$ cat config.mk
export PLATFORM = sky130hd
export DESIGN_NAME = pio_host_if
export DESIGN_NICKNAME = d
export VERILOG_FILES = /design/src/rtl/pio_pkg.sv /design/src/rtl/pio_fifo.sv /design/src/rtl/pio_host_if.sv
export SDC_FILE = /design/constraint.sdc
export NUM_CORES = 2
export LEC_CHECK = 0
export CAP_MARGIN = 20
export CORE_ASPECT_RATIO = 2
export CORE_UTILIZATION = 57
export DETAILED_ROUTE_END_ITERATION = 12
export PLACE_DENSITY = 0.77
export SLEW_MARGIN = 20
export SYNTH_ARGS = -nofsm -noshare
export SYNTH_HDL_FRONTEND = slang
export SYNTH_HIERARCHICAL = 1
export SYNTH_SLANG_ARGS = --single-unit
$ cat constraint.sdc
create_clock -name clk -period 6.8 [get_ports clk]
set_clock_uncertainty 0.1 [all_clocks]
set_input_delay 1.36 -clock clk [delete_from_list [all_inputs] [get_ports clk]]
set_output_delay 1.36 -clock clk [all_outputs]
set_load 0.1 [all_outputs]
$ cat src/rtl/pio_pkg.sv
// Shared constants and types for the PIO host command decoder.
package pio_pkg;

  localparam int INSTR_W    = 16;
  localparam int IMEM_DEPTH = 32;

  localparam logic [5:0] ACT_NOP       = 6'd0;
  localparam logic [5:0] ACT_INSTR     = 6'd1;
  localparam logic [5:0] ACT_EN        = 6'd2;
  localparam logic [5:0] ACT_CLKDIV    = 6'd3;
  localparam logic [5:0] ACT_PINCTRL   = 6'd4;
  localparam logic [5:0] ACT_EXECCTRL  = 6'd5;
  localparam logic [5:0] ACT_SHIFTCTRL = 6'd6;
  localparam logic [5:0] ACT_TX_PUSH   = 6'd7;
  localparam logic [5:0] ACT_RX_POP    = 6'd8;
  localparam logic [5:0] ACT_RESTART   = 6'd9;

  localparam logic [31:0] CLKDIV_RST    = 32'h0001_0000;
  localparam logic [31:0] EXECCTRL_RST  = 32'h0001_F000;
  localparam logic [31:0] SHIFTCTRL_RST = 32'h000C_0000;
  localparam logic [31:0] PINCTRL_RST   = 32'h1400_0000;

  typedef struct packed {
    logic [31:0] clkdiv;
    logic [31:0] execctrl;
    logic [31:0] shiftctrl;
    logic [31:0] pinctrl;
  } sm_cfg_t;

  localparam sm_cfg_t SM_CFG_RST = '{
    clkdiv:    CLKDIV_RST,
    execctrl:  EXECCTRL_RST,
    shiftctrl: SHIFTCTRL_RST,
    pinctrl:   PINCTRL_RST
  };

endpackage

$ cat src/rtl/pio_fifo.sv
// Synchronous FIFO with registered occupancy count; a pop on a full FIFO
// frees the slot for a push in the same cycle.
module pio_fifo #(
  parameter int DEPTH = 4,
  parameter int WIDTH = 32
) (
  input  logic             clk,
  input  logic             reset,
  input  logic             push,
  input  logic [WIDTH-1:0] wdata,
  input  logic             pop,
  output logic [WIDTH-1:0] rdata,
  output logic             full,
  output logic             empty
);

  localparam int AW = $clog2(DEPTH);
  localparam int CW = AW + 1;

  logic [WIDTH-1:0] mem_q [DEPTH];
  logic [AW-1:0]    rd_ptr_q, rd_ptr_d;
  logic [AW-1:0]    wr_ptr_q, wr_ptr_d;
  logic [CW-1:0]    count_q, count_d;
  logic             do_push, do_pop;

  assign empty   = (count_q == '0);
  assign full    = (count_q == CW'(DEPTH));
  assign do_pop  = pop && !empty;
  assign do_push = push && (!full || do_pop);
  assign rdata   = mem_q[rd_ptr_q];

  always_comb begin
    // NOTE: every variable gets a default first so no path leaves it unassigned (no latch).
    rd_ptr_d = rd_ptr_q;
    wr_ptr_d = wr_ptr_q;
    count_d  = count_q;
    if (do_pop)  rd_ptr_d = rd_ptr_q + AW'(1);
    if (do_push) wr_ptr_d = wr_ptr_q + AW'(1);
    case ({do_push, do_pop})
      2'b10:   count_d = count_q + CW'(1);
      2'b01:   count_d = count_q - CW'(1);
      default: count_d = count_q;
    endcase
  end

  always_ff @(posedge clk) begin
    // NOTE: non-blocking assignments so all flops update from pre-edge values.
    if (reset) begin
      rd_ptr_q <= '0;
      wr_ptr_q <= '0;
      count_q  <= '0;
    end else begin
      rd_ptr_q <= rd_ptr_d;
      wr_ptr_q <= wr_ptr_d;
      count_q  <= count_d;
    end
  end

  // NOTE: storage is not reset; the count alone defines which entries are valid.
  always_ff @(posedge clk) begin
    if (do_push && !reset) mem_q[wr_ptr_q] <= wdata;
  end

endmodule

$ cat src/rtl/pio_host_if.sv
// Host command decoder: one command per clock into instruction memory,
// per-machine configuration, enable/restart control and TX/RX FIFOs.
module pio_host_if
  import pio_pkg::*;
#(
  parameter int FIFO_DEPTH = 4,
  parameter int NUM_SM     = 4
) (
  input  logic                  clk,
  input  logic                  reset,
  input  logic [5:0]            action,
  input  logic [1:0]            mindex,
  input  logic [4:0]            index,
  input  logic [31:0]           din,
  output logic [31:0]           dout,
  input  logic [5*NUM_SM-1:0]   pc,
  output logic [16*NUM_SM-1:0]  instr,
  output logic [32*NUM_SM-1:0]  clkdiv,
  output logic [32*NUM_SM-1:0]  execctrl,
  output logic [32*NUM_SM-1:0]  shiftctrl,
  output logic [32*NUM_SM-1:0]  pinctrl,
  output logic [NUM_SM-1:0]     en,
  output logic [NUM_SM-1:0]     restart,
  input  logic [NUM_SM-1:0]     tx_pull,
  output logic [32*NUM_SM-1:0]  tx_data,
  output logic [NUM_SM-1:0]     tx_full,
  output logic [NUM_SM-1:0]     tx_empty,
  input  logic [NUM_SM-1:0]     rx_push,
  input  logic [32*NUM_SM-1:0]  rx_wdata,
  output logic [NUM_SM-1:0]     rx_full,
  output logic [NUM_SM-1:0]     rx_empty
);

  logic [INSTR_W-1:0] instr_mem_q [IMEM_DEPTH];
  logic [INSTR_W-1:0] instr_mem_d [IMEM_DEPTH];
  sm_cfg_t            cfg_q [NUM_SM];
  sm_cfg_t            cfg_d [NUM_SM];
  logic [NUM_SM-1:0]  en_q, en_d;
  logic [NUM_SM-1:0]  restart_q, restart_d;
  logic [31:0]        dout_q, dout_d;

  logic [NUM_SM-1:0]  tx_push;
  logic [NUM_SM-1:0]  rx_pop;
  logic [31:0]        rx_rdata [NUM_SM];

  always_comb begin
    instr_mem_d = instr_mem_q;
    cfg_d       = cfg_q;
    en_d        = en_q;
    restart_d   = '0;
    dout_d      = dout_q;
    case (action)
      ACT_INSTR:     instr_mem_d[index]       = din[INSTR_W-1:0];
      ACT_EN:        en_d                     = din[NUM_SM-1:0];
      ACT_CLKDIV:    cfg_d[mindex].clkdiv     = din;
      ACT_PINCTRL:   cfg_d[mindex].pinctrl    = din;
      ACT_EXECCTRL:  cfg_d[mindex].execctrl   = din;
      ACT_SHIFTCTRL: cfg_d[mindex].shiftctrl  = din;
      ACT_RX_POP:    if (!rx_empty[mindex]) dout_d = rx_rdata[mindex];
      ACT_RESTART:   restart_d                = din[NUM_SM-1:0];
      default:       ;
    endcase
  end

  // Reset wins over any command presented in the same cycle.
  always_ff @(posedge clk) begin
    if (reset) begin
      for (int i = 0; i < IMEM_DEPTH; i++) instr_mem_q[i] <= '0;
      for (int k = 0; k < NUM_SM; k++)     cfg_q[k]       <= SM_CFG_RST;
      en_q      <= '0;
      restart_q <= '0;
      dout_q    <= '0;
    end else begin
      instr_mem_q <= instr_mem_d;
      cfg_q       <= cfg_d;
      en_q        <= en_d;
      restart_q   <= restart_d;
      dout_q      <= dout_d;
    end
  end

  assign en      = en_q;
  assign restart = restart_q;
  assign dout    = dout_q;

  for (genvar k = 0; k < NUM_SM; k++) begin : g_sm
    assign tx_push[k] = (action == ACT_TX_PUSH) && (mindex == 2'(k));
    assign rx_pop[k]  = (action == ACT_RX_POP)  && (mindex == 2'(k));

    pio_fifo #(.DEPTH(FIFO_DEPTH), .WIDTH(32)) u_tx (
      .clk   (clk),
      .reset (reset),
      .push  (tx_push[k]),
      .wdata (din),
      .pop   (tx_pull[k]),
      .rdata (tx_data[32*k +: 32]),
      .full  (tx_full[k]),
      .empty (tx_empty[k])
    );

    pio_fifo #(.DEPTH(FIFO_DEPTH), .WIDTH(32)) u_rx (
      .clk   (clk),
      .reset (reset),
      .push  (rx_push[k]),
      .wdata (rx_wdata[32*k +: 32]),
      .pop   (rx_pop[k]),
      .rdata (rx_rdata[k]),
      .full  (rx_full[k]),
      .empty (rx_empty[k])
    );

    assign instr[16*k +: 16]     = instr_mem_q[pc[5*k +: 5]];
    assign clkdiv[32*k +: 32]    = cfg_q[k].clkdiv;
    assign execctrl[32*k +: 32]  = cfg_q[k].execctrl;
    assign shiftctrl[32*k +: 32] = cfg_q[k].shiftctrl;
    assign pinctrl[32*k +: 32]   = cfg_q[k].pinctrl;
  end

endmodule

# Word-level counts from Yosys, hierarchy flattened
# Memories as Yosys holds them, arrays and structs flattened. A register that Yosys moved wholly into a read port is not among the register bits.
# Cells that the tools add are included.
[word_totals]
reg_bits = 1120
ramBits = 1024
output_inout_bits = 760
wordCells = 320
n_memories = 8
[mem_list]
columns = ["name", "depth", "word_bits", "rd", "rd_clocked_by_memory_dff", "wr", "line", "source"]
rows = [
  ["g_sm[0].u_rx.mem_q", 4, 32, 1, 1, 1, "pio_fifo.sv:20", "logic [WIDTH-1:0] mem_q [DEPTH];"],
  ["g_sm[0].u_tx.mem_q", 4, 32, 1, 1, 1, "pio_fifo.sv:20", ""],
  ["g_sm[1].u_rx.mem_q", 4, 32, 1, 1, 1, "pio_fifo.sv:20", ""],
  ["g_sm[1].u_tx.mem_q", 4, 32, 1, 1, 1, "pio_fifo.sv:20", ""],
  ["g_sm[2].u_rx.mem_q", 4, 32, 1, 1, 1, "pio_fifo.sv:20", ""],
  ["g_sm[2].u_tx.mem_q", 4, 32, 1, 1, 1, "pio_fifo.sv:20", ""],
  ["2 more memories", "--", "--", "--", "--", "--", "--", ""],
]
[op_classes]
addsub = 32
magnitude_cmp = 9
n_eq_ne = 36
muxes = 73
bitwise = 8
n_reduce_logical = 79
[ops]
columns = ["cell", "n"]
rows = [
  ["512-bit bitwise mux", 5],
  ["512-bit case mux with 4 select lines", 1],
  ["128-bit demux with 2-bit select", 4],
  ["16-bit binary-select mux with 5-bit select", 4],
  ["16-bit two-way mux", 9],
  ["128-bit two-way mux", 1],
  ["32-bit two-way mux", 3],
  ["96-bit two-way mux", 1],
  ["16-bit demux with 5-bit select", 1],
  ["32-bit binary-select mux with 2-bit select", 1],
  ["64-bit two-way mux", 1],
  ["3-bit case mux with 2 select lines", 8],
  ["1-bit logical AND", 34],
  ["2-bit by 1-bit adder with 2-bit output (second input constant)", 16],
  ["2-bit two-way mux", 16],
  ["6-bit >= comparator (second input constant)", 5],
  ["5-bit NOT with 6-bit output", 5],
  ["3-bit by 1-bit adder with 3-bit output (second input constant)", 8],
  ["3-bit equality test (second input constant)", 8],
  ["6-bit by 3-bit equality test with 1-bit output (second input constant)", 4],
  ["3-bit logical NOT", 8],
  ["3-bit by 1-bit subtractor with 3-bit output (second input constant)", 8],
  ["2-bit equality test (second input constant)", 10],
  ["2-bit by 1-bit equality test with 1-bit output (second input constant)", 9],
  ["18 further kinds", 67],
]

# Logic depth before layout (Yosys ltp)
[depth]
word_depth = 8
ltp_mapped = 12
depth_no_buf = 11

# By module
# The synthesis kept the hierarchy.
[modules_own_cells]
columns = ["mod", "instances", "cells_per_inst", "area_each_um2"]
rows = [
  ["pio_host_if", 1, 6889, 55978.7],
  ["pio_fifo at g_sm[0].u_rx ...", 6, 221, 5083.6],
  ["pio_fifo at g_sm[1].u_rx ...", 2, 235, 5186.2],
]

# Worst setup path before layout
# No wires, ideal clock.
[synth_timing]
path_kind = "input to register"
from = "in action[1]"
to = "mem g_sm[1].u_rx.mem_q[1][0] (enable)"
setup_ns = 0.468
arrival_time_ns = 5.132
required_time_ns = 6.232
path_slack_ns = 1.100
cell_stages = 7
path_buffers = 2
path_cell_list = "buf_6 -> nor4_1 -> nand3b_1 -> nor2_1 -> clkbuf_1 -> o21ai_1 -> nor3b_1"
[synth_via]
elab_chain_len = 8
[synth_rtl]
columns = ["element", "line", "source"]
rows = [
  ["start, declared", "pio_host_if.sv:11", "input logic [5:0] action,"],
  ["6-bit by 4-bit equality test with 1-bit output", "pio_host_if.sv:88", "assign rx_pop[k] = (action == ACT_RX_POP) && (mindex == 2'(k));"],
  ["1-bit logical AND", "pio_host_if.sv:88", ""],
  ["via rx_pop[1]", "pio_host_if.sv:43", "logic [NUM_SM-1:0] rx_pop;"],
  ["1-bit logical AND", "pio_fifo.sv:28", "assign do_pop = pop && !empty;"],
  ["1-bit logical OR", "pio_fifo.sv:29", "assign do_push = push && (!full || do_pop);"],
  ["1-bit logical AND", "pio_fifo.sv:29", ""],
  ["1-bit logical AND", "pio_fifo.sv:61", "if (do_push && !reset) mem_q[wr_ptr_q] <= wdata;"],
  ["1-bit two-way mux", "pio_fifo.sv:61", ""],
  ["1-bit two-way mux (not written as such)", "pio_fifo.sv:61", ""],
  ["end, declared", "pio_fifo.sv:20", ""],
]
# The timed path passes the listed nets, and every way through them passes these cells.

# Worst setup path after layout
[layout_timing]
from = "in pc[0]"
to = "out instr[2]"
[layout_via]
elab_chain_len = 4
[layout_rtl]
columns = ["element", "line", "source"]
rows = [
  ["start, declared", "pio_host_if.sv:16", "input logic [5*NUM_SM-1:0] pc,"],
  ["5-bit NOT with 6-bit output (not written as such)", "pio_host_if.sv:112", "assign instr[16*k +: 16] = instr_mem_q[pc[5*k +: 5]];"],
  ["16-bit binary-select mux with 5-bit select", "pio_host_if.sv:112", ""],
  ["16-bit two-way mux (not written as such) (2 in series)", "pio_host_if.sv:112", ""],
  ["end, declared", "pio_host_if.sv:17", "output logic [16*NUM_SM-1:0] instr,"],
]
# No other way between the ends. The select of a mux whose other input is x is not followed.

==> flow_metrics.env <==
export IMPL_run_status="finished, final reports clean"
export IMPL_r2r_end="dout[21]$_SDFFE_PP0P_"
export IMPL_fmax_ghz=0.169
export IMPL_grt_pass1_wl_mm=571
export IMPL_ys_seq_elements=2160
export IMPL_die_h_um=585
export IMPL_dp_cells=11400
export IMPL_drt_first_iter_violations=9483
export IMPL_cp_required_ps=5340
export IMPL_cts_buffers=189
export IMPL_cts_tree="done"
export IMPL_setup_tns_ps=0
export IMPL_vias=78900
export IMPL_cts_sinks=2160
export IMPL_grt_pass1_vias=78400
export IMPL_start_util_pct=57.5
export IMPL_worstPathMaxFanout=17
export IMPL_die_w_um=293
export IMPL_grtUsageTotal_pct=47.3
export IMPL_holdWs_ps=355
export IMPL_antenna_found_initial=87
export IMPL_htree_num_levels=4
export IMPL_setup_worst_path_start="pc[0]"
export IMPL_cts_resized_gates=0
export IMPL_cts_root_buf="clkbuf_16"
export IMPL_fill_cells=12300
export IMPL_yosysTopAreaCell="edfxtp_1"
export IMPL_cp_common_cell="buf_4"
export IMPL_synth_edf_count=1024
export IMPL_dp_hpwl_mm=275
export IMPL_slowest_delay_ps=740
export IMPL_drc=0
export IMPL_drive_above_1_share_pct=12.6
export IMPL_min_path_cells=2
export IMPL_ctsLongestPathBuffers=4
export IMPL_r2r_slack_ps=3590
export IMPL_synth_top_area_share_pct=31.7
export IMPL_ys_types=65
export IMPL_slew_headroom_pct=17.0
export IMPL_endpoint_kind="output port"
export IMPL_internal_power_mw=20.5
export IMPL_hold_viol=0
export IMPL_hold_end="shiftctrl[46]$_SDFFE_PP0P_"
export IMPL_wire_per_inst_um=35.0
export IMPL_syn_cell_area_mm2=0.0969
export IMPL_post_cts_setup_buffer_count=0
export IMPL_maxCapViolations=0
export IMPL_seq_area_frac_synth_pct=55.2
export IMPL_overflow=0
export IMPL_crit_chain="clkdlybuf4s50_1, and2_2, buf_4, a21oi_1, a31oi_1, nand3_1, buf_4"
export IMPL_core_mm2=0.168
export IMPL_hold_class="reg -> reg"
export IMPL_pwr_share_clk_pct=40.7
export IMPL_io_pins=963
export IMPL_clock_latency_ps=880
export IMPL_final_cells=11800
export IMPL_leakagePower_nw=39.5
export IMPL_die_area_mm2=0.172
export IMPL_synth_area_leaders="edfxtp_1, dfxtp_1, mux2i_1, nand2_1, mux4_2"
export IMPL_multiInputGateArea_mm2=0.0402
export IMPL_path_class="in -> out"
export IMPL_final_common_cell="nand2_1"
export IMPL_nNetsFinal=9578
export IMPL_viasPerCell=6.69
export IMPL_path_clk_slew_ps=70
export IMPL_io_buffers=962
export IMPL_syn_avg_cell_area_um2=11.2
export IMPL_r2r_cells=5
export IMPL_finalSetupViolCount=0
export IMPL_async_flop_share_pct=0
export IMPL_hold_buffers=0
export IMPL_cp_arrival_ps=4450
export IMPL_worst_pin_slew_ps=1250
export IMPL_period_minus_slack_ps=5910
export IMPL_synth_fp_nets=8934
export IMPL_power_frac_seq_pct=49.9
export IMPL_syn_inst=8685
export IMPL_holdCritStartpoint="shiftctrl[46]$_SDFFE_PP0P_"
export IMPL_drt_pass1_iterations=7
export IMPL_slew_violations=0
export IMPL_p_switching_mw=7.06
export IMPL_swShare_pct=25.6
export IMPL_yosysWarnings=6
export IMPL_cpMaxStageDelayCell="and2_2"
export IMPL_rows=213
export IMPL_ir_drop_uv=251
export IMPL_finalWirelength_mm=413
export IMPL_critPathLaunchType="input port"
export IMPL_layout_common_cells="nand2_1, dfxtp_1, mux2i_1"
export IMPL_areaGrowthSynthToFinish_pct=18.7
export IMPL_ys_flop_type="dfxtp_1"
export IMPL_ant_nets=0
export IMPL_pwr_share_comb_pct=9.4
export IMPL_seq_area_mm2=0.0535
export IMPL_grt_max_degree=148
export IMPL_place_congestion=1.05
export IMPL_rsz0062_at_grt="no"
export IMPL_power_density_mw_per_mm2=240
export IMPL_fin_crit_sh_pct=86.9
-- per-stage QoR --
stage / util (%) / setup slack (ps) / total power [mW] / cell area, um2
6_report: 68.2 / 888 / 27.5 / 115000
2_1_floorplan: - / 1100 / 15.5 / 96900
5_1_grt: 68.2 / 1040 / 28.0 / 115000
3_3_place_gp: 64.4 / 1150 / 16.5 / 108000
3_5_place_dp: 64.4 / 1060 / 16.5 / 109000
4_1_cts: 68.2 / 1040 / 27.4 / 115000
-- cell usage after synthesis, types with 11 or more instances --
cell      count
a21oi_1     850
a21oi_2      60
a22o_1      128
a22oi_1     256
a31oi_1      66
and2_1       12
buf_1       124
buf_2        51
buf_4        14
buf_6        13
clkbuf_1    554
dfxtp_1    1136
edfxtp_1   1024
ha_1         38
inv_1        61
mux2i_1    1036
mux4_2      289
nand2_1    1776
nand2b_1     44
nand3_1     139
nand3b_1    301
nand4_1      66
nor2_1       88
nor2b_1      11
nor3_1       80
nor3b_1      34
o21ai_0     270
or2_2        11
xor2_1       24
-- per-layer routing --
layer  global-route usage, %  up-vias  part of all wire [%]
li1                        -    32800                     -
met1                    47.0    38300                    30
met2                    74.8     5649                    46
met3                    15.4     2124                    11
met4                    50.4       48                    13
met5                   0.170        -                 0.086
-- registers in the layout, indices dropped and copies added (netlist names), named ones only --
register            count
dout                   32
clkdiv                128
instr_mem_q           512
g_sm.u_tx/count_q      12
g_sm.u_tx/mem_q       512
g_sm.u_tx/wr_ptr_q      8
g_sm.u_rx/mem_q       512
g_sm.u_rx/rd_ptr_q      8
en                      4
restart                 4
execctrl              128
g_sm.u_tx/rd_ptr_q      8
g_sm.u_rx/wr_ptr_q      8
shiftctrl             128
g_sm.u_rx/count_q      12
pinctrl               128
-- kinds of logic (layout without fill, tap and decap cells) --
kind of cell	Yosys count	count (layout)	synth area share (%)
simple gates	2626	2626	12.5
buf+inv	834	1628	3.66
compound gates	1660	1660	10.1
flops	2160	2160	55.2
xor+xnor	26	26	0.235
other cells	0	65	0
mux	1333	1333	17.6
fa+ha+maj	46	46	0.656
-- worst max-delay path, delay by kind of cell --
| kind | cells | cell delay (ps) |
|---|---|---|
| simple gates | 2 | 1260 |
| compound gates | 2 | 410 |
| buf+inv | 3 | 1400 |
-- power groups by stage --
stage	Combinational, mW	Clock (mW)	Sequential, mW
finish	2.58	11.2	13.7
global route	2.57	11.7	13.7
CTS	2.49	11.2	13.7
detailed placement	2.48	0	14.0
floorplan	1.39	0	14.1
global placement	2.45	0	14.0
-- worst max-delay path by stage --
stage	endpoint	slack [ps]	depth (start not counted)
2_1_floorplan	g_sm[1].u_rx/mem_q[1][0]$_DFFE_PP_	1100	7
3_5_place_dp	instr[6]	1060	8
5_1_grt	instr[2]	1040	7
6_report	instr[2]	890	7
3_3_place_gp	instr[1]	1150	8
4_1_cts	instr[6]	1040	8
-- area by class of cell --
class	count	share of cell area, %
Sequential cell	2160	46.6
Multi-Input combinational cell	5691	35.0
Timing Repair Buffer	1226	10.2
Clock buffer	244	4.58
Tap cell	2257	2.46
Clock inverter	97	0.882
Inverter	61	0.199
Antenna cell	65	0.142
No activity file was read; power rests on OpenSTA's default activity.
